==> src/rtl/uart_receiver_if.sv <==
`timescale 1ns/1ps
`default_nettype none
// ============================================================================
// Module  : uart_receiver_if
// Brief   : Serial line, control and received-byte signals of uart_receiver.
// Revision: 1.0
// ============================================================================
interface uart_receiver_if;
    logic       RxD;
    logic [2:0] baud_select;
    logic       Rx_EN;
    logic [7:0] Rx_DATA;
    logic       Rx_VALID;
    logic       Rx_PERROR;
    logic       Rx_FERROR;

    modport master (
        output RxD, baud_select, Rx_EN,
        input  Rx_DATA, Rx_VALID, Rx_PERROR, Rx_FERROR
    );

    modport slave (
        input  RxD, baud_select, Rx_EN,
        output Rx_DATA, Rx_VALID, Rx_PERROR, Rx_FERROR
    );
endinterface
`default_nettype wire

==> src/rtl/uart_receiver.sv <==
`timescale 1ns/1ps
`default_nettype none
// ============================================================================
// Module  : baud_controller, uart_receiver
// Brief   : Oversampling UART receiver (8 data bits, even parity, 1 stop).
// Revision: 1.0
// ============================================================================
module baud_controller #(
    parameter int CLK_HZ     = 50_000_000,
    parameter int OVERSAMPLE = 16
) (
    input  logic       clk,
    input  logic       reset,
    input  logic [2:0] baud_select,
    output logic       sample_enable
);
    function automatic logic [15:0] div_for(input int rate);
        int d;
        d = CLK_HZ / (OVERSAMPLE * rate);
        if (d < 1) d = 1;
        return 16'(d);
    endfunction

    localparam logic [15:0] DIV_0 = div_for(300);
    localparam logic [15:0] DIV_1 = div_for(1200);
    localparam logic [15:0] DIV_2 = div_for(4800);
    localparam logic [15:0] DIV_3 = div_for(9600);
    localparam logic [15:0] DIV_4 = div_for(19200);
    localparam logic [15:0] DIV_5 = div_for(38400);
    localparam logic [15:0] DIV_6 = div_for(57600);
    localparam logic [15:0] DIV_7 = div_for(115200);

    logic [15:0] div_w;
    logic [15:0] cnt_q, cnt_d;
    logic        tick_q, tick_d;

    always_comb begin
        case (baud_select)
            3'd0:    div_w = DIV_0;
            3'd1:    div_w = DIV_1;
            3'd2:    div_w = DIV_2;
            3'd3:    div_w = DIV_3;
            3'd4:    div_w = DIV_4;
            3'd5:    div_w = DIV_5;
            3'd6:    div_w = DIV_6;
            default: div_w = DIV_7;
        endcase
    end

    // >= rather than == so a switch to a faster rate cannot strand the counter
    always_comb begin
        cnt_d  = cnt_q + 16'd1;
        tick_d = 1'b0;
        if (cnt_q >= div_w - 16'd1) begin
            cnt_d  = '0;
            tick_d = 1'b1;
        end
    end

    always_ff @(posedge clk or posedge reset) begin
        if (reset) begin
            cnt_q  <= '0;
            tick_q <= 1'b0;
        end else begin
            cnt_q  <= cnt_d;
            tick_q <= tick_d;
        end
    end

    assign sample_enable = tick_q;
endmodule

module uart_receiver #(
    parameter int OVERSAMPLE  = 16,
    parameter int SYNC_STAGES = 2,
    parameter int CLK_HZ      = 50_000_000
) (
    input  logic            clk,
    input  logic            reset,
    uart_receiver_if.slave  rx_if
);
    typedef enum logic [2:0] {
        IDLE       = 3'd0,
        START_BIT  = 3'd1,
        DATA_BITS  = 3'd2,
        PARITY_BIT = 3'd3,
        STOP_BIT   = 3'd4
    } state_t;

    localparam logic [3:0] MID_CNT  = 4'(OVERSAMPLE / 2 - 1);
    localparam logic [3:0] LAST_CNT = 4'(OVERSAMPLE - 1);

    logic                   tick;
    logic [SYNC_STAGES-1:0] sync_q;
    logic                   rs;
    logic                   rs_d_q;

    state_t      state_q,    state_d;
    logic [3:0]  tick_cnt_q, tick_cnt_d;
    logic [2:0]  bit_cnt_q,  bit_cnt_d;
    logic [7:0]  shift_q,    shift_d;
    logic        perr_q,     perr_d;
    logic [7:0]  data_q,     data_d;
    logic        valid_q,    valid_d;
    logic        perror_q,   perror_d;
    logic        ferror_q,   ferror_d;

    baud_controller #(
        .CLK_HZ     (CLK_HZ),
        .OVERSAMPLE (OVERSAMPLE)
    ) u_baud (
        .clk           (clk),
        .reset         (reset),
        .baud_select   (rx_if.baud_select),
        .sample_enable (tick)
    );

    assign rs = sync_q[SYNC_STAGES-1];

    always_comb begin
        state_d    = state_q;
        tick_cnt_d = tick_cnt_q;
        bit_cnt_d  = bit_cnt_q;
        shift_d    = shift_q;
        perr_d     = perr_q;
        data_d     = data_q;
        valid_d    = 1'b0;
        perror_d   = perror_q;
        ferror_d   = ferror_q;

        if (!rx_if.Rx_EN) begin
            state_d    = IDLE;
            tick_cnt_d = '0;
            bit_cnt_d  = '0;
        end else begin
            case (state_q)
                IDLE: begin
                    // Edge-triggered so a line stuck low after a break never restarts
                    if (rs_d_q && !rs) begin
                        state_d    = START_BIT;
                        tick_cnt_d = '0;
                    end
                end
                START_BIT: begin
                    if (tick) begin
                        tick_cnt_d = tick_cnt_q + 4'd1;
                        if (tick_cnt_q == MID_CNT) begin
                            if (!rs) begin
                                state_d    = DATA_BITS;
                                tick_cnt_d = '0;
                                bit_cnt_d  = '0;
                                perror_d   = 1'b0;
                                ferror_d   = 1'b0;
                            end else begin
                                state_d = IDLE;
                            end
                        end
                    end
                end
                DATA_BITS: begin
                    if (tick) begin
                        tick_cnt_d = tick_cnt_q + 4'd1;
                        if (tick_cnt_q == LAST_CNT) begin
                            shift_d    = {rs, shift_q[7:1]};
                            tick_cnt_d = '0;
                            bit_cnt_d  = bit_cnt_q + 3'd1;
                            if (bit_cnt_q == 3'd7) state_d = PARITY_BIT;
                        end
                    end
                end
                PARITY_BIT: begin
                    if (tick) begin
                        tick_cnt_d = tick_cnt_q + 4'd1;
                        if (tick_cnt_q == LAST_CNT) begin
                            perr_d     = rs ^ (^shift_q);
                            tick_cnt_d = '0;
                            state_d    = STOP_BIT;
                        end
                    end
                end
                STOP_BIT: begin
                    if (tick) begin
                        tick_cnt_d = tick_cnt_q + 4'd1;
                        if (tick_cnt_q == LAST_CNT) begin
                            tick_cnt_d = '0;
                            bit_cnt_d  = '0;
                            state_d    = IDLE;
                            if (rs && !perr_q) begin
                                data_d  = shift_q;
                                valid_d = 1'b1;
                            end
                            if (!rs)   ferror_d = 1'b1;
                            if (perr_q) perror_d = 1'b1;
                        end
                    end
                end
                default: begin
                    state_d    = IDLE;
                    tick_cnt_d = '0;
                    bit_cnt_d  = '0;
                end
            endcase
        end
    end

    always_ff @(posedge clk or posedge reset) begin
        if (reset) begin
            sync_q     <= '1;
            rs_d_q     <= 1'b1;
            state_q    <= IDLE;
            tick_cnt_q <= '0;
            bit_cnt_q  <= '0;
            shift_q    <= '0;
            perr_q     <= 1'b0;
            data_q     <= '0;
            valid_q    <= 1'b0;
            perror_q   <= 1'b0;
            ferror_q   <= 1'b0;
        end else begin
            sync_q     <= {sync_q[SYNC_STAGES-2:0], rx_if.RxD};
            rs_d_q     <= rs;
            state_q    <= state_d;
            tick_cnt_q <= tick_cnt_d;
            bit_cnt_q  <= bit_cnt_d;
            shift_q    <= shift_d;
            perr_q     <= perr_d;
            data_q     <= data_d;
            valid_q    <= valid_d;
            perror_q   <= perror_d;
            ferror_q   <= ferror_d;
        end
    end

    assign rx_if.Rx_DATA   = data_q;
    assign rx_if.Rx_VALID  = valid_q;
    assign rx_if.Rx_PERROR = perror_q;
    assign rx_if.Rx_FERROR = ferror_q;
endmodule
`default_nettype wire

==> src/flat_wrapper.sv <==
// flat-port wrapper written by rule: the top's interface ports become plain ports
module uart_receiver_flat 
#(
    parameter int OVERSAMPLE  = 16,
    parameter int SYNC_STAGES = 2,
    parameter int CLK_HZ      = 50_000_000
)
  (clk, reset, rx_if_RxD, rx_if_baud_select, rx_if_Rx_EN, rx_if_Rx_DATA, rx_if_Rx_VALID, rx_if_Rx_PERROR, rx_if_Rx_FERROR);
  uart_receiver_if rx_if_i ();
  input  logic clk;
  input  logic reset;
  input wire logic [$bits(rx_if_i.RxD)-1:0] rx_if_RxD;
  input wire logic [$bits(rx_if_i.baud_select)-1:0] rx_if_baud_select;
  input wire logic [$bits(rx_if_i.Rx_EN)-1:0] rx_if_Rx_EN;
  output wire logic [$bits(rx_if_i.Rx_DATA)-1:0] rx_if_Rx_DATA;
  output wire logic [$bits(rx_if_i.Rx_VALID)-1:0] rx_if_Rx_VALID;
  output wire logic [$bits(rx_if_i.Rx_PERROR)-1:0] rx_if_Rx_PERROR;
  output wire logic [$bits(rx_if_i.Rx_FERROR)-1:0] rx_if_Rx_FERROR;
  assign rx_if_i.RxD = rx_if_RxD;
  assign rx_if_i.baud_select = rx_if_baud_select;
  assign rx_if_i.Rx_EN = rx_if_Rx_EN;
  assign rx_if_Rx_DATA = rx_if_i.Rx_DATA;
  assign rx_if_Rx_VALID = rx_if_i.Rx_VALID;
  assign rx_if_Rx_PERROR = rx_if_i.Rx_PERROR;
  assign rx_if_Rx_FERROR = rx_if_i.Rx_FERROR;
  uart_receiver #(.OVERSAMPLE(OVERSAMPLE), .SYNC_STAGES(SYNC_STAGES), .CLK_HZ(CLK_HZ)) u_core (.clk(clk), .reset(reset), .rx_if(rx_if_i));
endmodule
==> config.mk <==
export PLATFORM = sky130hd
export DESIGN_NAME = uart_receiver_flat
export DESIGN_NICKNAME = d
export VERILOG_FILES = /design/src/rtl/uart_receiver_if.sv /design/src/rtl/uart_receiver.sv /design/src/flat_wrapper.sv
export SDC_FILE = /design/constraint.sdc
export NUM_CORES = 1
export LEC_CHECK = 0
export CAP_MARGIN = 10
export CORE_ASPECT_RATIO = 0.8
export CORE_MARGIN = 3
export CORE_UTILIZATION = 52
export CTS_CLUSTER_SIZE = 28
export DETAILED_ROUTE_END_ITERATION = 8
export HOLD_SLACK_MARGIN = 0.08
export PLACE_DENSITY = 0.78
export SLEW_MARGIN = 5
export SYNTH_ARGS = -nofsm -noshare
export SYNTH_HDL_FRONTEND = slang
export SYNTH_HIERARCHICAL = 1
export SYNTH_SLANG_ARGS = --single-unit
==> constraint.sdc <==
create_clock -name clk -period 2.65 [get_ports clk]
set_input_delay 0.3975 -clock clk [delete_from_list [all_inputs] [get_ports clk]]
set_output_delay 0.3975 -clock clk [all_outputs]
set_load 0.005 [all_outputs]
==> flow_summary.yaml <==
outcome:
  status: "complete, no violations"
synthesis:
  avgSynthCellArea_um2: 10.3
  yosys.area.top_type: "dfrtp_1"
  synth_cell_type_count: 57
  syn-cell-area_mm2: 0.00304
  yosysTopAreaCellShare_pct: 38.7
  syn_inst: 296
  yosysWarnings: 6
  synthTopCellsByArea: "dfrtp_1 (39%), ha_1 (7.4%), mux2_2 (7.0%)"
  synth-main-ff-cell: "dfrtp_1"
  async_flop_share_pct: 100
  seq_area_frac_synth_pct: 41.2
  yosysMostFrequentCell: "dfrtp_1"
  synthTopCellsByCount: "dfrtp_1 (47), nand2_1 (23), mux2_2 (19)"
  synth_edf_count: 0
  ys_ff_latch: 50
run:
  maxCapViolCount: 0
floorplanning:
  rows: 24
  die_w_um: 91.5
  core_area_mm2: 0.00556
  die-area_mm2: 0.00681
  pin_count: 18
  die_h_um: 74.4
  start_util_pct: 54.8
setup_path:
  cp.required_ps: 2820
  cp-end-kind: "flip-flop"
  crit_arrival_ps: 2720
  path_class: "in2reg"
  cp-start-kind: "input pin"
  critPathMaxFanout: 5
global_route:
  use_met2_pct: 27.3
  met3_usage_pct: 3.34
  grt.total_usage_pct: 17.7
  grt_max_degree: 34
  grt_overflow_total: 0
  use_met1_pct: 25.9
  grt-busiest-layer: "met2"
  grt_pass1_wl_mm: 9.92
  antenna_found_initial: 0
  grt_pass1_vias: 2155
final_layout:
  nets: 353
  final_cells: 407
  num_antenna_cells: 0
  synthToLayoutAreaGrowth_pct: 16.0
  layout-drive-gt1-share_pct: 23.1
  n_fill_cell: 428
clock_tree:
  cts_buffers: 5
  clk-insertion-delay-late_ps: 300
  hold_buffers: 0
  cts_tree: "built"
  cts_buffer_depth: 2
  clockRootBuffer: "clkbuf_8"
  cts_setup_buffers: 0
  htreeDepth: 2
  clock_sinks: 50
  clk_pin_slew_ps: 90
pwr:
  p_int_mw: 1.04
  peakVddDrop_v: 0.000291
  p_comb_share_pct: 11.7
  seqPwrFrac_pct: 55.5
  leakagePower_nw: 1.54
  swShare_pct: 26.8
  p_per_area_mw_per_mm2: 404
  total_power_mw: 1.43
  p_clk_share_pct: 32.8
  p_sw_uw: 382
drt:
  firstDrtPassIters: 5
  vias_per_cell: 5.62
  post-route-drc-count: 0
  drt_iter0_markers: 102
  vias: 2286
  routedWlPerCell_um: 14.1
  ant_nets: 0
  wl_mm: 5.73
sta:
  max_freq_mhz: 393
  fin_hold_ws_ps: 363
  hold_violations: 0
  finalCriticalPeriod_ps: 2540
  setup_violations: 0
  skew_ps: 8.21
  finalCritPeriodShare_pct: 95.9
  fin_ws_ps: 107
  worst_pin_slew_ps: 678
  worst_slew_margin_rel_pct: 54.8
  rsz0062_at_grt: "false"
  drv_slew: 0
min_path:
  hold_path_class: "reg2reg"
placement:
  dp.cells: 399
  post-dp-hpwl_mm: 4.15
  port_buffers: 17
  dp_slack_ps: -440
  gp_congestion: 0.841
-- logic make-up (layout without fill, tap and decap cells) --
family	Yosys count	count (layout)	synth area share [%]
and+or+nand+nor	108	108	22.0
AOI/OAI and AO/OA	48	48	11.3
DFF	50	50	41.2
muxes	21	21	7.69
xor gates and xnor gates	21	21	6.04
other	2	3	0.247
adders and majority gates	18	18	7.40
buffers and inverters	28	60	4.11
-- area by class of cell --
cell class	count	area, um^2	area share (%)
Timing Repair Buffer	37	332	9.40
Sequential cell	50	1250	35.6
Clock inverter	3	26.3	0.745
Inverter	15	56.3	1.60
Tap cell	78	97.6	2.77
Clock buffer	5	68.8	1.95
Multi-Input combinational cell	219	1690	48.0
-- placed cells by master (no fill, tap or decap), types with 6 or more instances in the layout --
master	count
nor4_2	11
inv_1	15
a21oi_1	7
nor2_1	16
buf_4	19
dfrtp_1	47
o21ai_0	11
clkdlybuf4s50_1	16
ha_1	18
mux2_2	19
nand3_1	10
nand2_1	23
xnor2_1	16
nand2b_1	6
nor3_1	6
-- repair_timing --
action | 4_1_cts | 5_1_grt
pin swaps | 1 | 0
endpoints found under the hold margin | 0 | 0
resized for setup | 2 | 6
endpoints found under the setup margin | 2 | 12
-- metal layers --
layer  up-vias  part of all wire (%)
met5         -                     0
met4         0                  0.37
met3         3                   4.5
met2        50                    45
met1      1102                    50
li1       1131                     -
-- state kept, by name, summed over array words and instances, names as in the netlist, 2 cells and up --
name and flops:
u_core/tick_cnt_q 4, u_core/shift_q 8, u_core/state_q 3, u_core/bit_cnt_q 3, u_core/u_baud/cnt_q 16, u_core/sync_q 2
u_core/rx_if.Rx_DATA 8
-- final timing paths --
check                                   startpoint  slack [ps]  depth (start not counted)                     endpoint
max                           rx_if_baud_select[2]         110                         11  u_core/u_baud/sample_enable
min                               u_core/sync_q[0]         360                          0             u_core/sync_q[1]
max reg2reg                u_core/u_baud/cnt_q[12]         550                          6       u_core/u_baud/cnt_q[2]
min reg2reg                       u_core/sync_q[0]         360                          0             u_core/sync_q[1]
max in group asynchronous                    reset        1700                          2      u_core/u_baud/cnt_q[15]
min in group asynchronous                    reset         490                          3      u_core/rx_if.Rx_DATA[5]
-- critical path, cell delays in order --
cell	delay [ps]
clkdlybuf4s50_1	430
buf_4	170
nor2b_4	120
nand2_1	90
buf_4	140
nand2_1	60
ha_1	230
nor2b_1	130
o211ai_1	280
a311oi_4	170
or3_2	490
-- per-stage QoR --
step / util [%] / setup TNS [ps] / area, um^2
finish: 63.5 / 0 / 3530
global route: 63.5 / 0 / 3530
global placement: 61.4 / -3270 / 3410
floorplan: - / 0 / 3050
detailed placement: 61.4 / -4480 / 3410
CTS: 63.1 / 0 / 3500
-- power groups by stage --
stage	clock (mW)	sequential, mW	combinational, mW
2_1_floorplan	0	0.799	0.118
3_3_place_gp	0	0.807	0.159
3_5_place_dp	0	0.807	0.165
4_1_cts	0.486	0.792	0.165
5_1_grt	0.513	0.795	0.187
6_report	0.468	0.792	0.166
No activity file was read; power rests on OpenSTA's default activity.
